**src/rtl/flow_pkg.sv**
```systemverilog
// Shared flow-control definitions: the command opcode encoding used by the
// flow stack unit and by the processor instruction decode.
package flow_pkg;

  typedef enum logic [2:0] {
    OP_NOP    = 3'd0,
    OP_CALL   = 3'd1,
    OP_RET    = 3'd2,
    OP_PUSHEN = 3'd3,
    OP_POPEN  = 3'd4,
    OP_ALLEN  = 3'd5,
    OP_JUMPF  = 3'd6,
    OP_RSVD   = 3'd7
  } flow_op_e;

endpackage : flow_pkg

```
**src/rtl/lifo_stack.sv**
```systemverilog
// Small register-based LIFO used as the subroutine return-address stack.
// Ports:
//   clk, reset      - clock, synchronous active-high reset (clears entries)
//   push, din       - write din on top; ignored when full
//   pop             - discard top entry; ignored when empty
//   top             - current top entry (zero when empty)
//   full, empty     - occupancy flags
//   count           - number of valid entries
module lifo_stack #(
  parameter  int W     = 16,
  parameter  int DEPTH = 4,
  localparam int CNTW  = $clog2(DEPTH + 1)
) (
  input  logic            clk,
  input  logic            reset,
  input  logic            push,
  input  logic            pop,
  input  logic [W-1:0]    din,
  output logic [W-1:0]    top,
  output logic            full,
  output logic            empty,
  output logic [CNTW-1:0] count
);

  logic [W-1:0] mem [DEPTH];

  assign full  = (count == CNTW'(DEPTH));
  assign empty = (count == '0);

  // Entry i is the top when count == i+1.
  always_comb begin
    top = '0;
    for (int i = 0; i < DEPTH; i++) begin
      if (count == CNTW'(i + 1)) top = mem[i];
    end
  end

  // NOTE: the storage is cleared on reset because software-visible state must
  // come up as all-zero; with only a handful of entries this costs nothing.
  always_ff @(posedge clk) begin
    if (reset) begin
      count <= '0;
      for (int i = 0; i < DEPTH; i++) mem[i] <= '0;
    end else if (push && !full) begin
      for (int i = 0; i < DEPTH; i++) begin
        if (count == CNTW'(i)) mem[i] <= din;
      end
      count <= count + CNTW'(1);
    end else if (pop && !empty) begin
      count <= count - CNTW'(1);
    end
  end

endmodule : lifo_stack

```
**src/rtl/flow_stack_unit.sv**
```systemverilog
// Flow-control stack unit: subroutine call/return stack plus a predication
// (enable) bit stack with conditional-jump evaluation.
// Ports:
//   clk, reset               - clock, synchronous active-high reset
//   cmd_valid/cmd_ready      - command handshake; ready drops on any error
//   cmd_op, cmd_addr, cmd_cond - opcode (flow_pkg), CALL return address,
//                              JUMPF condition (register non-zero)
//   en_top                   - current enable bit
//   ret_valid, ret_addr      - one-cycle pulse with the popped return address
//   jump_take                - one-cycle pulse: JUMPF redirects the pc
//   call_depth, en_depth     - stack occupancies
//   overflow, underflow      - sticky error flags, cleared only by reset
module flow_stack_unit
  import flow_pkg::*;
#(
  parameter int AW     = 16,
  parameter int CDEPTH = 4,
  parameter int EDEPTH = 32,
  parameter int CW     = $clog2(CDEPTH + 1),
  parameter int EW     = $clog2(EDEPTH + 1)
) (
  input  logic          clk,
  input  logic          reset,
  input  logic          cmd_valid,
  output logic          cmd_ready,
  input  logic [2:0]    cmd_op,
  input  logic [AW-1:0] cmd_addr,
  input  logic          cmd_cond,
  output logic          en_top,
  output logic          ret_valid,
  output logic [AW-1:0] ret_addr,
  output logic          jump_take,
  output logic [CW-1:0] call_depth,
  output logic [EW-1:0] en_depth,
  output logic          overflow,
  output logic          underflow
);

  localparam int LCW = $clog2(CDEPTH + 1);

  flow_op_e          op;
  logic              accept;
  logic [EDEPTH-1:0] en_stack, en_stack_nxt;
  logic [EW-1:0]     en_depth_nxt;
  logic              call_push, call_pop;
  logic              set_ovf, set_unf;
  logic              ret_valid_nxt, jump_take_nxt;
  logic              stk_full, stk_empty;
  logic [AW-1:0]     stk_top;
  logic [LCW-1:0]    stk_count;

  assign cmd_ready  = ~(overflow | underflow);
  assign accept     = cmd_valid & cmd_ready;
  assign op         = flow_op_e'(cmd_op);
  assign en_top     = en_stack[0];
  assign call_depth = CW'(stk_count);

  lifo_stack #(
    .W     (AW),
    .DEPTH (CDEPTH)
  ) u_call_stack (
    .clk   (clk),
    .reset (reset),
    .push  (call_push),
    .pop   (call_pop),
    .din   (cmd_addr),
    .top   (stk_top),
    .full  (stk_full),
    .empty (stk_empty),
    .count (stk_count)
  );

  // NOTE: every output of this block gets a default before the case so no
  // path leaves a signal unassigned, which would infer a latch.
  always_comb begin
    call_push     = 1'b0;
    call_pop      = 1'b0;
    set_ovf       = 1'b0;
    set_unf       = 1'b0;
    ret_valid_nxt = 1'b0;
    jump_take_nxt = 1'b0;
    en_stack_nxt  = en_stack;
    en_depth_nxt  = en_depth;
    if (accept) begin
      case (op)
        OP_CALL: begin
          // Calls in a disabled region are skipped entirely.
          if (en_stack[0]) begin
            if (stk_full) set_ovf   = 1'b1;
            else          call_push = 1'b1;
          end
        end
        OP_RET: begin
          if (en_stack[0]) begin
            if (stk_empty) begin
              set_unf = 1'b1;
            end else begin
              call_pop      = 1'b1;
              ret_valid_nxt = 1'b1;
            end
          end
        end
        OP_PUSHEN: begin
          if (en_depth == EW'(EDEPTH)) begin
            set_ovf = 1'b1;
          end else begin
            en_stack_nxt = {en_stack[EDEPTH-2:0], en_stack[0]};
            en_depth_nxt = en_depth + EW'(1);
          end
        end
        OP_POPEN: begin
          // The bottom entry is the outermost context and is never removed.
          if (en_depth == EW'(1)) begin
            set_unf = 1'b1;
          end else begin
            en_stack_nxt = {1'b0, en_stack[EDEPTH-1:1]};
            en_depth_nxt = en_depth - EW'(1);
          end
        end
        OP_ALLEN: en_stack_nxt[0] = 1'b1;
        OP_JUMPF: begin
          // A false condition disables the lanes; jump when the new top is 0.
          en_stack_nxt[0] = en_stack[0] & cmd_cond;
          jump_take_nxt   = ~(en_stack[0] & cmd_cond);
        end
        default: ;  // NOP and the reserved op have no effect
      endcase
    end
  end

  // NOTE: state registers use non-blocking assignments so every flop samples
  // the pre-edge values regardless of statement order.
  always_ff @(posedge clk) begin
    if (reset) begin
      en_stack  <= EDEPTH'(1);
      en_depth  <= EW'(1);
      ret_valid <= 1'b0;
      ret_addr  <= '0;
      jump_take <= 1'b0;
      overflow  <= 1'b0;
      underflow <= 1'b0;
    end else begin
      en_stack  <= en_stack_nxt;
      en_depth  <= en_depth_nxt;
      ret_valid <= ret_valid_nxt;
      jump_take <= jump_take_nxt;
      overflow  <= overflow | set_ovf;
      underflow <= underflow | set_unf;
      if (call_pop) ret_addr <= stk_top;
    end
  end

endmodule : flow_stack_unit

```
**config.mk**
```make
export PLATFORM = sky130hd
export DESIGN_NAME = flow_stack_unit
export DESIGN_NICKNAME = d
export VERILOG_FILES = /design/src/rtl/flow_pkg.sv /design/src/rtl/lifo_stack.sv /design/src/rtl/flow_stack_unit.sv
export SDC_FILE = /design/constraint.sdc
export NUM_CORES = 1
export LEC_CHECK = 0
export BUFFER_PORTS_ARGS = -buffer_cell sky130_fd_sc_hd__buf_2
export CELL_PAD_IN_SITES_DETAIL_PLACEMENT = 0
export CELL_PAD_IN_SITES_GLOBAL_PLACEMENT = 1
export CORE_ASPECT_RATIO = 1.25
export CORE_MARGIN = 4
export CORE_UTILIZATION = 47
export CTS_CLUSTER_DIAMETER = 30
export DETAILED_ROUTE_END_ITERATION = 12
export PLACE_DENSITY_LB_ADDON = 0.1
export SYNTH_ARGS = -nofsm -noshare
export SYNTH_HDL_FRONTEND = slang
export SYNTH_HIERARCHICAL = 1
export SYNTH_SLANG_ARGS = --single-unit
export TNS_END_PERCENT = 5
```
**constraint.sdc**
```tcl
create_clock -name clk -period 2.9 [get_ports clk]
set_input_delay 0.145 -clock clk [delete_from_list [all_inputs] [get_ports clk]]
set_output_delay 0.145 -clock clk [all_outputs]
set_load 0.05 [all_outputs]
```
**Yosys cells after proc, flatten, opt, wreduce, memory -nomap -nowiden**

Memory sizes are Yosys's and may differ from the RTL's.
Cells that the tools add are included.

- Register bits after elaboration: 61
- Latch bits: 0
- RAM bits: 64
- ROM bits: 0
- Bits of input ports: 23
- Output and inout bits: 31
- Word-level logic and storage cells: 105
- Memories kept: 1

- Add/sub/neg operators: 4
- Multipliers: 0
- Div/mod/pow operators: 0
- $lt $le $gt $ge: 0
- Eq/ne operators: 14
- Shift operators: 0
- Multiplexer cells: 52
- Bitwise logic cells: 14
- Reductions and logical operators: 11

Memories:

| name | depth | bits a word | read ports | clocked after Yosys merged registers in | write ports | RTL line | source |
|---|---|---|---|---|---|---|---|
| u_call_stack.mem | 4 | 16 | 4 | 0 | 4 | lifo_stack.sv:25 | `logic [W-1:0] mem [DEPTH];` |

Operator list:

| kind | number |
|---|---|
| $mux W16 | 8 |
| $mux W32 | 2 |
| $pmux W31 S2 | 1 |
| $mux W1 | 33 |
| $eq A3 B2 Y1 const B | 4 |
| $eq A3 B3 Y1 const B | 4 |
| $mux W6 | 2 |
| $pmux W6 S2 | 1 |
| $reduce_and A4 Y1 | 2 |
| $or A1 B1 Y1 | 7 |
| $add A6 B1 Y6 const B | 1 |
| $eq A3 B1 Y1 const B | 2 |
| $eq A6 B1 Y1 const B | 1 |
| $eq A6 B6 Y1 const B | 1 |
| $mux W3 | 2 |
| $sub A6 B1 Y6 const B | 1 |
| $not A1 Y1 | 5 |
| $ne A2 B2 Y1 const B | 2 |
| $pmux W1 S2 | 2 |
| $pmux W1 S4 | 1 |
| $reduce_bool A2 Y1 | 2 |
| $add A3 B1 Y3 const B | 1 |
| $logic_not A3 Y1 | 1 |
| $reduce_bool A3 Y1 | 1 |
| 5 further kinds | 8 |

**Logic depth before layout (Yosys ltp)**

Gate-level depths: netlist of the first run.

- Depth in word-level cells: 10
- Mapped depth: 12
- Gate-level depth less buffers: 11

**Cells and area by module**

Netlist of the first run, hierarchy kept.

Modules (own cells, without submodules):

| module | times used | cells an instance | area an instance (um^2) | sequential area each (um^2) |
|---|---|---|---|---|
| lifo_stack | 1 | 261 | 3254.4 | 1981.9 |
| flow_stack_unit | 1 | 318 | 2927.8 | 1161.1 |

**Least setup slack after synthesis of the first run**

Ideal clock, no wire load.

- Path type: register -> register
- Start: register u_call_stack.count[0]
- End: memory u_call_stack.mem[1][0], enable pin
- Library setup time: 0.367 ns
- Arrival time: 2.659 ns
- Required time: 2.533 ns
- Slack: -0.126 ns
- Cell stages (with the launch flop): 11
- Buffers on the path: 1
- Period minus slack after synthesis: 3.026 ns
- Cell sequence: dfxtp_1 inv_1 ha_1 nand2_4 clkinv_1 buf_2 nor2_1 and4_1 inv_2 nor2_1 a21o_1

RTL lines:

| what | RTL line | source |
|---|---|---|
| start, declared | lifo_stack.sv:22 | `output logic [CNTW-1:0] count` |
| start signal, assigned | lifo_stack.sv:48 | `count <= count + CNTW'(1);` |
| start signal, assigned | lifo_stack.sv:50 | `count <= count - CNTW'(1);` |
| end, declared | lifo_stack.sv:25 |  |

==> metrics, run 1 <==
status=completed; Reg-to-Reg Start=u_call_stack/count[0]; Crit Path Category=reg2reg; Area Overhead vs Synth=17.02%; slowest cell delay on critical path=0.35 ns; asr flop ratio synth=0; fin. max-slew vios=0; WHS Path Cells=2; Post-Syn Area=0.006182 sq mm; Worst VDD drop=0.3877 mV; Final Hold Viols=0; clock-pin slew on the worst setup and hold paths=0.06 ns; Post-synth EDFFs=64; Multi-input gate area=0.002755 sq mm; count of state elements after synthesis=125; Period minus WS final=2.469 ns; layout cells sized above 1=0.2461; Num Clock Sinks=125; CTS tree=done; clk buf depth=2; Post-CTS Hold Buffers=0; DR DRC count=0; Worst-Skew Late Latency=0.41 ns; ys flop type=edfxtp_1; most common cell after layout, fill and taps aside=nor2_1; Final setup viols=0; total grt overflow=0; syn_nets=612; Setup Fix Bufs, Post-CTS=0; Die Y=136.2 um; post-synth top area cell=edfxtp_1; Max Clk Rate=0.4050 GHz; Routed wire per std cell=17.88 um; placed cells=778; largest net degree at the start of global routing=49; worst rel slew slack=0.4096; GRT Total Usage=0.1972; YS warnings=6; DRT iter0 DRCs=357; row cnt=46; global-route wire length before repair=23.69 mm; # IOs=54; post-synth top area share=0.3109; most frequent cells in the layout=nor2_1 (71), nand2_1 (65), edfxtp_1 (64), dfxtp_1 (59), buf_2 (53); # fillers=1146; crit-path cells=inv_1, ha_1, nand2_4, clkinv_1, nor2_1, and4_1, inv_2, nor2_1, a21o_1, buf_4; clock skew=0.007523 ns; number of routed nets with antenna violations=0; # Max-Cap Violations=0; initial antenna violation count=0; Initial DRT Pass Iterations=4; full die area=0.01506 sq mm; root buffer cell=clkbuf_16; Worst setup EP type=flop; actual slew at the worst max-slew pin=0.8837 ns; Hold Path Sink=u_call_stack/mem[3][4]; R2R depth=10; dpl hpwl=9.422 mm; Die X=110.6 um; core area=0.01278 sq mm; Worst setup SP type=flop; Mean Syn Cell Area=10.68 sq um; total wire length=14.48 mm; Vias=4597; # H-tree levels=4; worst reg2reg path endpoint=u_call_stack/mem[2][12]; Post-CTS Resized=0; share of the yosys chip area belonging to registers=0.5084; post-layout util=0.5662; Syn Inst Count=579; slowest cell on the critical path=dfxtp_2; hold crit path type=in2reg; Yosys cell types=56; dpl ws=0.4372 ns; Port Buffers=53; Static Leak=2.882 nW; most used cell along the critical path=nor2_1; flop2flop setup slack=0.43 ns; Area contributors post-synth=edfxtp_1 (31%), dfxtp_1 (20%), a311oi_2 (6.8%); fin crit share=0.8514; number of global-route vias before repair=4563; CP Max Fanout=19; Power Density=614.3 mW/mm^2; RD Place Congestion=0.8009; via/cell ratio=5.675; CTS buffer count=17; Critical Path RT=3.01 ns; Fin Setup TNS=0 ns; Worst EP arrival=2.58 ns; hold wc startpoint=cmd_addr[4]; antenna cells=0; final worst setup slack=0.4310 ns; Register Area=0.003146 sq mm; initial core utilization=0.4838; nets=662; RSZ-0062 raised after global routing=false; final std cells w/o fill=810
## worst max-delay path: cells and delay by family (launching register included)
family	cells	cell delay [ns]
buf+inv	4	0.55
flops	1	0.35
fa+ha+maj	1	0.25
compound gates	1	0.30
simple gates	4	0.70
## metal layers
metal,wire length (um),global-route usage
met1,6258,0.2329
met2,7626,0.3492
met3,435,0.04541
met4,162,0.07666
met5,0,0
## power breakdown
part,leakage [nW],switching [mW],internal [mW]
combinational,1.43,0.159,0.0808
clock,0.293,0.748,1.51
sequential,1.16,0.0317,1.91
## final cells by class
cell class,count,area share
flip-flops and latches,125,0.4348
multi-input cells,397,0.3808
repair buffers,79,0.06365
clock buffers,19,0.05984
well taps,168,0.02906
clock inverters,13,0.02715
inverters,9,0.004670
## cells in the mapped netlist (10+ instances only)
master and instances:
ha_1 10, and3_1 48, and2_1 17, clkbuf_1 24, buf_2 10, dfxtp_1 61, a311oi_2 28, nor2_1 71
nor3_1 32, nand2_1 65, edfxtp_1 64, a221oi_2 10, a22o_1 16, mux2i_1 17
## cell families (layout without fill, tap and decap cells)
group	after synthesis	in the layout	synth area share
multiplexers	21	21	0.03481
AO/OA/AOI/OAI	92	92	0.1666
XOR/XNOR	2	2	0.002834
AND/OR/NAND/NOR	272	272	0.2182
buffers and inverters	57	120	0.04898
flip-flops	125	125	0.5084
adder cells (fa/ha/maj)	10	10	0.02024
## worst max-delay path by stage
stage / from / endpoint / slack (ns) / cells past startpoint
6_report: u_call_stack/count[0] / u_call_stack/mem[2][12] / 0.43 / 10
5_1_grt: u_call_stack/count[0] / u_call_stack/mem[2][12] / 0.21 / 10
4_1_cts: u_call_stack/count[0] / u_call_stack/mem[2][12] / 0.41 / 10
3_5_place_dp: u_call_stack/count[0] / u_call_stack/mem[2][12] / 0.44 / 10
3_3_place_gp: u_call_stack/count[0] / u_call_stack/mem[2][10] / 0.53 / 10
2_1_floorplan: u_call_stack/count[0] / u_call_stack/mem[1][0] / 0.09 / 10
## sequential cells by signal, summed over array words and instances, names as in the netlist
register	count
u_call_stack/mem	64
en_stack	32
ret_addr	16
jump_take	1
u_call_stack/count	3
underflow	1
en_depth	6
overflow	1
ret_valid	1
## per-stage QoR
step / power [mW] / instance area, sq um / hold slack [ns]
3_5_place_dp: 2.221 / 6605 / 0.4713
4_1_cts: 4.487 / 7234 / 0.03911
5_1_grt: 4.610 / 7234 / 0.05867
6_report: 4.444 / 7234 / 0.05479
2_1_floorplan: 2.137 / 6185 / 0.3169
3_3_place_gp: 2.214 / 6605 / 0.4604
No activity file was read; power rests on OpenSTA's default activity.
==> inputs of run 2 (changes only) <==
CORE_UTILIZATION = 49   (was 47)
CTS_BUF_LIST = sky130_fd_sc_hd__clkbuf_8   (was not set)
==> metrics, run 2 (same netlist as run 1, synthesis figures left out) <==
via/cell ratio=5.717 (+0.74%); Final setup viols=0 (unchanged); Crit Path Category=reg2reg; root buffer cell=clkbuf_8; number of routed nets with antenna violations=0 (unchanged); Num Clock Sinks=125 (unchanged); initial core utilization=0.5037 (+0.01983); Area Overhead vs Synth=14.51%; most common cell after layout, fill and taps aside=nor2_1; GRT Total Usage=0.2047 (+0.007431); # H-tree levels=4 (unchanged); Die Y=133.6 um (-1.9%); worst rel slew slack=0.5550 (+0.1453); Vias=4608 (+0.24%); Routed met3 length=440 um (+1.1%); # Max-Cap Violations=0 (unchanged); Int Pwr=3.014 mW (-14%); most frequent cells in the layout=nor2_1 (71), nand2_1 (65), edfxtp_1 (64), dfxtp_1 (59), buf_2 (53); R2R depth=10 (unchanged); Max Clk Rate=0.4002 GHz (-1.2%); RD Place Congestion=0.7602 (-5.1%); max reg flops=64 (unchanged); WL met2=7.115 mm (-6.7%); Reg-to-Reg Start=u_call_stack/count[0]; hold crit path type=in2reg; antenna cells=0 (unchanged); Setup Fix Bufs, Post-CTS=0 (unchanged); Initial DRT Pass Iterations=4 (unchanged); nets=662 (unchanged); Power Density=552.9 mW/mm^2 (-10%); crit path from=u_call_stack/count[0]; # IOs=54 (unchanged); Static Leak=2.819 nW (-2.2%); layout cells sized above 1=0.2461 (unchanged); Worst EP arrival=2.80 ns (+0.22 ns); Clock power frac=0.443 (-0.066); clock skew=0.006804 ns (-0.0007191 ns); actual slew at the worst max-slew pin=0.6675 ns (-0.2162 ns); DR DRC count=0 (unchanged); highest routed layer=met4; Combinational Power Share=0.061 (+0.007); flop2flop setup slack=0.40 ns (-0.03 ns); dpl hpwl=9.059 mm (-3.8%); Largest regs=u_call_stack/mem (64), en_stack (32), ret_addr (16); row cnt=45 (-2.2%); clk buf depth=2 (unchanged); CTS tree=done; worst reg2reg path endpoint=u_call_stack/mem[2][0]; Reg power frac=0.496 (+0.059); clock-pin slew on the worst setup and hold paths=0.07 ns (about the same); largest net degree at the start of global routing=49 (unchanged); final std cells w/o fill=806 (-0.49%); core area=0.01227 sq mm (-3.9%); # fillers=1127 (-1.7%); DRT iter0 DRCs=292 (-18%); full die area=0.01449 sq mm (-3.8%); Critical Path RT=3.20 ns (+0.19 ns); fin crit share=0.8617 (+0.01037); Die X=108.5 um (-1.9%); placed cells=769 (-1.2%); Worst VDD drop=0.3423 mV (-12%); CTS buffer count=17 (unchanged); CP Max Fanout=48 (+29); Period minus WS final=2.499 ns (+0.03008 ns); RSZ-0062 raised after global routing=false; Worst-Skew Late Latency=0.44 ns (+0.03 ns); Routed wire per std cell=17.62 um (-1.4%); Worst setup EP type=flop; total wire length=14.20 mm (-1.9%); switching share of power=0.2299 (+0.01865); Worst setup SP type=flop; initial antenna violation count=0 (unchanged); Sw Pwr=0.9000 mW (-4.1%); M1 WL=6.414 mm (+2.5%); Most flops, register=u_call_stack/mem; Final Hold Viols=0 (unchanged); global-route wire length before repair=23.44 mm (-1.1%); fin. max-slew vios=0 (unchanged); status=completed; Port Buffers=53 (unchanged); number of global-route vias before repair=4431 (-2.9%); total grt overflow=0 (unchanged); crit path capture=u_call_stack/mem[2][0]; Fin Setup TNS=0 ns (unchanged)
[run 2: what timing repair did]
action | 4_1_cts | 5_1_grt
endpoints found under the hold margin | 5 | 0
hold buffers | 5 | 0
resized for setup | 0 | 0
[run 2: final cells by class]
type,count,area (sq um),area share
sequential,125,3146,0.4443
timing repair buffer,79,485.5,0.06858
multi-input combinational,397,2755,0.3892
clock buffer,17,234.0,0.03305
clock inverter,15,220.2,0.03111
tap,164,205.2,0.02899
inverter,9,33.78,0.004772
[run 2: worst min-delay path by stage]
stage	from	endpoint	slack, ns	depth (start not counted)
6_report	cmd_addr[11]	u_call_stack/mem[3][11]	0.03	2
5_1_grt	cmd_addr[11]	u_call_stack/mem[3][11]	0.02	2
4_1_cts	cmd_addr[11]	u_call_stack/mem[3][11]	0.003	2
3_5_place_dp	cmd_addr[13]	u_call_stack/mem[3][13]	0.46	2
3_3_place_gp	cmd_addr[13]	u_call_stack/mem[3][13]	0.46	2
2_1_floorplan	cmd_op[2]	jump_take	0.32	2
[run 2: power groups by stage]
stage	sequential [mW]	combinational (mW)	clock (mW)
after floorplan	1.98	0.155	0
after global placement	1.98	0.231	0
after detailed placement	1.98	0.237	0
after CTS	1.94	0.242	1.78
after global routing	1.94	0.263	1.85
final	1.94	0.239	1.74
[run 2: stage by stage]
stage	cell area, sq um	utilization	hold slack (ns)	power, mW	setup WS, ns
global placement	6575	0.5357	0.4592	2.208	0.5347
finish	7079	0.5768	0.03175	3.914	0.4009
floorplan	6185	-	0.3169	2.137	0.09326
CTS	7079	0.5768	0.003008	3.957	0.4034
global route	7079	0.5768	0.01627	4.061	0.2051
detailed placement	6575	0.5357	0.4624	2.215	0.4347
[run 2: layer usage]
| metal | track usage | vias up |
|---|---|---|
| met5 | 0 | - |
| met4 | 0.07018 | 0 |
| met3 | 0.04508 | 16 |
| met2 | 0.3409 | 83 |
| met1 | 0.2612 | 2273 |
| li1 | - | 2236 |
[run 2: worst max-delay path, cell delays in order, from the launching register on]
cell and delay, ns:
dfxtp_2 0.36, inv_1 0.10, ha_1 0.26, nand2_4 0.23, clkinv_1 0.13, nor2_1 0.09, and4_1 0.31, inv_2 0.11
nor3_4 0.16, buf_4 0.37, and3_1 0.22
